===== config.mk =====
export PLATFORM = sky130hd
export DESIGN_NAME = clk_div_prog
export DESIGN_NICKNAME = d
export VERILOG_FILES = /design/src/rtl/clk_div_pkg.sv /design/src/rtl/clk_div_channel.sv /design/src/rtl/clk_div_prog.sv
export SDC_FILE = /design/constraint.sdc
export NUM_CORES = 1
export LEC_CHECK = 0
export CAP_MARGIN = 10
export CORE_MARGIN = 2
export CORE_UTILIZATION = 50
export CTS_CLUSTER_SIZE = 8
export DETAILED_ROUTE_END_ITERATION = 10
export HOLD_SLACK_MARGIN = 0.12
export PLACE_DENSITY = 0.67
export SETUP_SLACK_MARGIN = 0.5
export SYNTH_ARGS = -nofsm -noshare
export SYNTH_HDL_FRONTEND = slang
export SYNTH_SLANG_ARGS = --single-unit

===== constraint.sdc =====
create_clock -name clk -period 9.05 [get_ports clk]
set_clock_uncertainty 0.05 [all_clocks]
set_input_delay 0.905 -clock clk [delete_from_list [all_inputs] [get_ports clk]]
set_output_delay 0.905 -clock clk [all_outputs]
set_load 0.01 [all_outputs]

===== src/rtl/clk_div_pkg.sv =====
// Shared constants and divisor helpers for the clk_div_prog divider family.
// The helpers are combinational only: no latency, no flow control.
package clk_div_pkg;

  localparam int CNT_W_DEF       = 21;
  localparam int DEFAULT_DIV_DEF = 50000;

  function automatic int ch_idx_w(input int channels);
    return (channels > 1) ? $clog2(channels) : 1;
  endfunction

  // A divisor below 2 has no room for both a high and a low phase, so it runs as 2.
  function automatic logic [31:0] eff_div(input logic [31:0] div);
    return (div < 32'd2) ? 32'd2 : div;
  endfunction

  function automatic logic [31:0] half_hi(input logic [31:0] d, input logic odd50);
    if (!d[0]) return d >> 1;
    return odd50 ? ((d - 32'd1) >> 1) : ((d + 32'd1) >> 1);
  endfunction

endpackage


===== src/rtl/clk_div_channel.sv =====
// One divider channel: counter, active/shadow divisor, registered fout and tick (1 clk latency).
// Loads are taken whenever strobed (parent gates on !pending); ODD_DUTY50_EN adds a negedge duty-fix flop.
module clk_div_channel
  import clk_div_pkg::*;
#(
  parameter int CNT_W       = CNT_W_DEF,
  parameter int DEFAULT_DIV = DEFAULT_DIV_DEF
) (
  input  logic             clk,
  input  logic             rst,
  input  logic             en,
  input  logic             load,
  input  logic [CNT_W-1:0] load_div,
  output logic             pending,
  output logic             fout,
  output logic             tick
);

`ifdef ODD_DUTY50_EN
  localparam logic ODD50 = 1'b1;
`else
  localparam logic ODD50 = 1'b0;
`endif
  localparam logic [CNT_W-1:0] ONE     = CNT_W'(1);
  localparam logic [CNT_W-1:0] DIV_RST = CNT_W'(DEFAULT_DIV);

  logic [CNT_W-1:0] cnt, div, shadow, d_eff, hi;
  logic             wrap, restart, fout_pos;

  assign d_eff   = CNT_W'(eff_div(32'(div)));
  assign hi      = CNT_W'(half_hi(32'(d_eff), ODD50));
  assign wrap    = en && (cnt == d_eff - ONE);
  // A stopped channel is always at a period boundary, so a pending divisor may land at once.
  assign restart = !en || wrap;

  always_ff @(posedge clk or posedge rst) begin
    if (rst) begin
      cnt      <= '0;
      div      <= DIV_RST;
      shadow   <= DIV_RST;
      pending  <= 1'b0;
      fout_pos <= 1'b0;
      tick     <= 1'b0;
    end else begin
      tick     <= wrap;
      fout_pos <= en && (cnt < hi);
      cnt      <= restart ? '0 : cnt + ONE;
      if (load) begin
        shadow  <= load_div;
        pending <= 1'b1;
      end else if (pending && restart) begin
        div     <= shadow;
        pending <= 1'b0;
      end
    end
  end

`ifdef ODD_DUTY50_EN
  logic fout_neg;

  // Stretches the high phase by half a clock for odd divisors only.
  always_ff @(negedge clk or posedge rst) begin
    if (rst) fout_neg <= 1'b0;
    else     fout_neg <= fout_pos && d_eff[0];
  end

  assign fout = fout_pos | fout_neg;
`else
  assign fout = fout_pos;
`endif

endmodule


===== src/rtl/clk_div_prog.sv =====
// Multi-channel programmable clock divider: per-channel fout/tick, 1 clk registered latency.
// Divisor loads use valid/ready; ready drops while the target channel holds an unapplied divisor.
module clk_div_prog
  import clk_div_pkg::*;
#(
  parameter int CHANNELS    = 2,
  parameter int CNT_W       = CNT_W_DEF,
  parameter int DEFAULT_DIV = DEFAULT_DIV_DEF
) (
  input  logic                          clk,
  input  logic                          rst,
  input  logic [CHANNELS-1:0]           en,
  input  logic                          load_valid,
  input  logic [ch_idx_w(CHANNELS)-1:0] load_ch,
  input  logic [CNT_W-1:0]              load_div,
  output logic                          load_ready,
  output logic [CHANNELS-1:0]           fout,
  output logic [CHANNELS-1:0]           tick,
  output logic                          busy
);

  localparam int CH_W  = ch_idx_w(CHANNELS);
  localparam int SLOTS = 1 << CH_W;

  logic [CHANNELS-1:0] pending, load_hit;
  logic [SLOTS-1:0]    pend_slot;
  logic                in_range, accept;

  // Out-of-range channel numbers are always ready and silently dropped.
  assign pend_slot  = SLOTS'(pending);
  assign in_range   = (32'(load_ch) < CHANNELS);
  assign load_ready = in_range ? !pend_slot[load_ch] : 1'b1;
  assign accept     = load_valid && load_ready && in_range;
  assign busy       = |pending;

  for (genvar i = 0; i < CHANNELS; i++) begin : g_ch
    assign load_hit[i] = accept && (load_ch == CH_W'(i));

    clk_div_channel #(
      .CNT_W       (CNT_W),
      .DEFAULT_DIV (DEFAULT_DIV)
    ) u_ch (
      .clk      (clk),
      .rst      (rst),
      .en       (en[i]),
      .load     (load_hit[i]),
      .load_div (load_div),
      .pending  (pending[i]),
      .fout     (fout[i]),
      .tick     (tick[i])
    );
  end

endmodule


* After elaboration in Yosys (flattened, before gate mapping) *
Cells that the tools add are included.
Widths: inputs -> output; s select.

word-level totals
  flip-flop bits (word level) = 132
  bits of input ports = 27
  output and inout port bits = 6

cells by class
  add/sub/neg operators = 6
  magnitude comparators = 5
  equal/unequal tests = 2
  muxes and demuxes = 12
  bitwise gates (word level) = 3
  reduce and logical (&&, ||, !) cells = 19

operators with widths
  operator               number
  $mux 21                6
  $add 21x1->22 const B  2
  $add 21x1->21 const B  2
  $eq 21x21->1           2
  $lt 21x2->1 const B    2
  $lt 21x21->1           2
  $sub 21x1->21 const B  2
  $logic_and 1x1->1      9
  $mux 1                 6
  $reduce_and 2->1       2
  $reduce_bool 2->1      2
  $logic_not 1->1        3
  $not 1->1              3
  $logic_or 1x1->1       2
  $lt 1x2->1 const B     1
  $reduce_or 2->1        1

* Logic depth before layout (Yosys ltp) *
  depth after elaboration = 9
  mapped depth = 21

* Modules after synthesis *
Synthesis repeated with hierarchy kept, for this count alone.

unflattened totals
  cell total of the unflattened synthesis = 896
  area total of the unflattened synthesis = 8948.6 um2

by module, submodules not included
  module                           times used  cells each  area each (um2)  seq. area each (um2)
  clk_div_channel at g_ch[0].u_ch  1           446         4491.8           1666.6
  clk_div_channel at g_ch[1].u_ch  1           446         4424.2           1666.6
  clk_div_prog                     1           4           32.5             0.0

* Worst setup path after synthesis *
No wires, ideal clock.

  path type = reg-to-reg
  start = reg g_ch[1].u_ch.div[17]
  end = reg g_ch[1].u_ch.div[0]
  setup time = 0.125 ns
  arrival = 4.343 ns
  data required time = 8.875 ns
  path slack = 4.532 ns
  stages on the path, launching flop included = 18
  buffers on the path = 3
  cell sequence = dfrtp_1 clkbuf_1 nor4_1 and3_1 buf_2 nand2_1 and2_1 inv_1 ha_1 nor4b_1 nand3_1 o31ai_1 o211ai_1 or4_4 o31ai_4 nand2_2 buf_6 mux2_4

on the way
  longest elaborated chain between the ends = 8

ends and longest elaborated chain
  item                          line                   source
  start: declaration            clk_div_channel.sv:27  logic [CNT_W-1:0] cnt, div, shadow, d_eff, hi;
  start signal: assignment      clk_div_channel.sv:52  div <= shadow;
  $lt 21x2->1                   clk_div_pkg.sv:14      return (div < 32'd2) ? 32'd2 : div;
  $mux 21 *                     clk_div_pkg.sv:14
  $sub 21x1->21 *               clk_div_channel.sv:32  assign wrap = en && (cnt == d_eff - ONE);
  $eq 21x21->1 *                clk_div_channel.sv:32
  $logic_and 1x1->1 *           clk_div_channel.sv:32
  $logic_or 1x1->1 *            clk_div_channel.sv:34  assign restart = !en || wrap;
  $logic_and 1x1->1 *           clk_div_channel.sv:51  end else if (pending && restart) begin
  $reduce_and 2->1 (no line) *  -

Every way passes the cells marked *; elsewhere a longest branch is shown, timed or not.
A chain may end at the register's enable or synchronous reset.

* Worst setup path in the final report *
  start = reg g_ch[1].u_ch.div[18]
  end = reg g_ch[1].u_ch.div[19]

Same word-level chain as after synthesis.

==> metrics.md <==
| Metric | Value |
|---|---|
| Storage cell area | 3330 um2 |
| Synth area leader | dfrtp_1 |
| Number of hold buffers added after CTS | 0 |
| N_diodes | 0 |
| Multi-input logic area | 5020 um2 |
| Avg Cell Area, Syn | 10.0 um2 |
| Syn Inst Count | 860 |
| Power Dens Cells | 250 nW/um2 |
| VDD IR max | 0.174 mV |
| Setup Viol. Count Final | 0 |
| Die Wd | 135 um |
| Pre-Repair DR Iteration Count | 5 |
| Most common cell in the netlist | dfrtp_1 |
| Mapped cell area | 8640 um2 |
| Cell variety after synth | 69 |
| H-tree depth | 4 |
| Most common library cells after synthesis | dfrtp_1, nor2_1, xor2_1 |
| Placed Area | 9060 um2 |
| Die ar. | ~18000 um2 |
| Top FF cell, synth | dfrtp_1 |
| Worst Setup End Kind | flip-flop |
| Synth area leaders | dfrtp_1, dfstp_2, xor2_1 |
| Crit-path max FO | 23 |
| CTS resizes | 0 |
| Core area | 17100 um2 |
| Total grt overflow | 0 |
| Placer Congestion | 0.888 |
| Pre-CTS setup slack | 2.79 ns |
| Initial Util | 0.505 |
| GRT Util Overall | 0.226 |
| Pleak | between 4 and 5 nW |
| Clock Latency Late Sink | 0.43 ns |
| Sequential share of the synthesized area | 0.386 |
| Routed vias/inst | 5.73 |
| Worst Hold Class | reg -> reg |
| Post-CTS setup buffer count | 0 |
| Tot Pwr | 2.42 mW |
| Startpoint Class | flip-flop |
| Clock net sink count | 132 |
| Die height | 135 um |
| Crit path kind | reg -> reg |
| Clock Path Buffers | 2 |
| Largest net degree at the start of global routing | 81 |
| Initial antenna violation count | 0 |
| Synth top area share | 0.313 |
| Root buf cell | clkbuf_16 |
| Vias | 6318 |
| Area growth from synthesis to layout | 11.7% |
| CTS tree | done |
| Final core utilization | 0.564 |
| Fin nets | 937 |
| Drt drc | 0 |
| Cts bufs inserted | 17 |
| Post-synth EDFFs | 0 |
| Fmax | 155 MHz |
| Slew headroom | 0.292 |
| Max-slew violation count | 0 |
| Asr flop ratio synth | 1.00 |
| Vias in the first global route | 6064 |
| Initial DRC Count | 480 |
| First-pass GRT wire length | 32.3 mm |
| Finished Cell Area | about 9600 um2 |
| FP Rows | 48 |
| Filler cells | 1532 |
| Least-Margin Pin Slew | 1.06 ns |
| Mapped Nets | 933 |
| CP required | approximately 9.3 ns |
| Routed Antenna Nets | 0 |
| Period minus WS final | 6.45 ns |
| Synth warnings | 0 |
| Share of layout cells above drive strength 1 | 0.152 |
| Total wire length | slightly below 20 mm |
| Fin crit share | 0.713 |
| Final worst setup slack | 2.60 ns |
| MaxCap Viol Count | 0 |
| Final Hold Vio Count | 0 |
| Port Buffer Count | 32 |
| Hpwl dp | between 10 and 15 mm |
| Clk pin slew, worst setup/hold paths | 0.06 ns |
| WL/cell | 17.7 um |
| RSZ-0062 raised after global routing | no |
| Setup TNS | 0 ns |
| Flops & latches, synth | ~130 |
| Worst Path Arrival | 6.71 ns |
| Status | completed |
| I/O pin count | 33 |
-- critical path, stage by stage, from the launching register on --
cell	delay, ns
dfrtp_1	0.47
nor4_1	0.62
and3_1	0.42
nand2_1	0.15
and2_1	0.21
inv_1	0.10
ha_1	0.23
nor4b_1	0.66
nand3_1	0.32
o31ai_1	0.30
o211ai_1	0.13
or4_4	0.57
o31ai_4	0.86
nand2_2	0.71
mux2_1	0.51
-- cells by family (layout without fill, tap and decap cells) --
kind of cell,Yosys count,count (layout),share of synthesized area
AO/OA/AOI/OAI,99,99,0.0821
XOR/XNOR,120,120,0.122
adder cells (fa/ha/maj),46,46,0.0666
buffers and inverters,71,88,0.0361
flip-flops,132,132,0.386
multiplexers,86,86,0.120
AND/OR/NAND/NOR,306,306,0.187
-- worst paths after layout --
kind                       depth (start not counted)                     end  slack, ns                    start
max in group asynchronous                          3    g_ch[0].u_ch.div[17]       6.72                      rst
setup / recovery                                  14    g_ch[1].u_ch.div[19]       2.60     g_ch[1].u_ch.div[18]
hold / removal                                     1    g_ch[0].u_ch.div[10]       0.44  g_ch[0].u_ch.shadow[10]
min in group asynchronous                          2  g_ch[0].u_ch.shadow[5]       0.86                      rst
hold reg to reg                                    1    g_ch[0].u_ch.div[10]       0.44  g_ch[0].u_ch.shadow[10]
setup reg to reg                                  14    g_ch[1].u_ch.div[19]       2.60     g_ch[1].u_ch.div[18]
-- report_power, final --
part / internal (mW) / switching [mW] / leakage, nW
logic: 0.377 / 0.349 / 2.14
clock network: 0.439 / 0.256 / 0.285
registers: 0.744 / 0.250 / 1.62
-- through the flow --
stage,cells,hold WS [ns]
global placement,1070,0.422
finish,1102,0.437
floorplan,860,0.402
CTS,1102,0.446
detailed placement,1070,0.423
global route,1102,0.451
-- layer usage --
layer | GRT usage | vias to the layer above | wire length, um
li1 | - | 3076 | -
met1 | 0.335 | 3094 | 9770
met2 | 0.340 | 127 | 8630
met3 | 0.0385 | 21 | 789
met4 | 0.0677 | 0 | 280
met5 | 0 | - | 0
-- cells in the final DEF (no fill, tap or decap), types with 4 or more instances in the layout --
master	n
a211oi_1	7
a21o_1	8
a21oi_1	19
and2_1	6
and3_1	26
and4_1	4
buf_4	4
clkbuf_1	5
clkbuf_16	17
clkdlybuf4s50_1	32
dfrtp_1	108
dfstp_2	24
ha_1	46
inv_1	19
mux2_1	22
mux2_2	42
mux2_4	20
nand2_1	48
nand2b_1	9
nand3_1	40
nand4_1	29
nor2_1	72
nor2b_1	11
nor3_1	19
nor4_1	9
nor4b_1	6
o211ai_1	4
o21ai_0	15
o31a_1	4
or3_1	11
xnor2_1	53
xor2_1	67
-- state kept, by name (all words and copies together), names as in the netlist --
signal	flops
g_ch.u_ch.cnt	42
g_ch.u_ch.div	42
g_ch.u_ch.shadow	42
g_ch.u_ch.fout	2
g_ch.u_ch.pending	2
g_ch.u_ch.tick	2
-- final cells by class --
type | count | area share
Inverter | 20 | 0.00830
Sequential cell | 132 | 0.345
Clock buffer | 23 | 0.0475
Timing Repair Buffer | 36 | 0.0363
Multi-Input combinational cell | 657 | 0.520
Clock inverter | 9 | 0.0135
Tap cell | 225 | 0.0292
(Power assumes the default switching activity.)
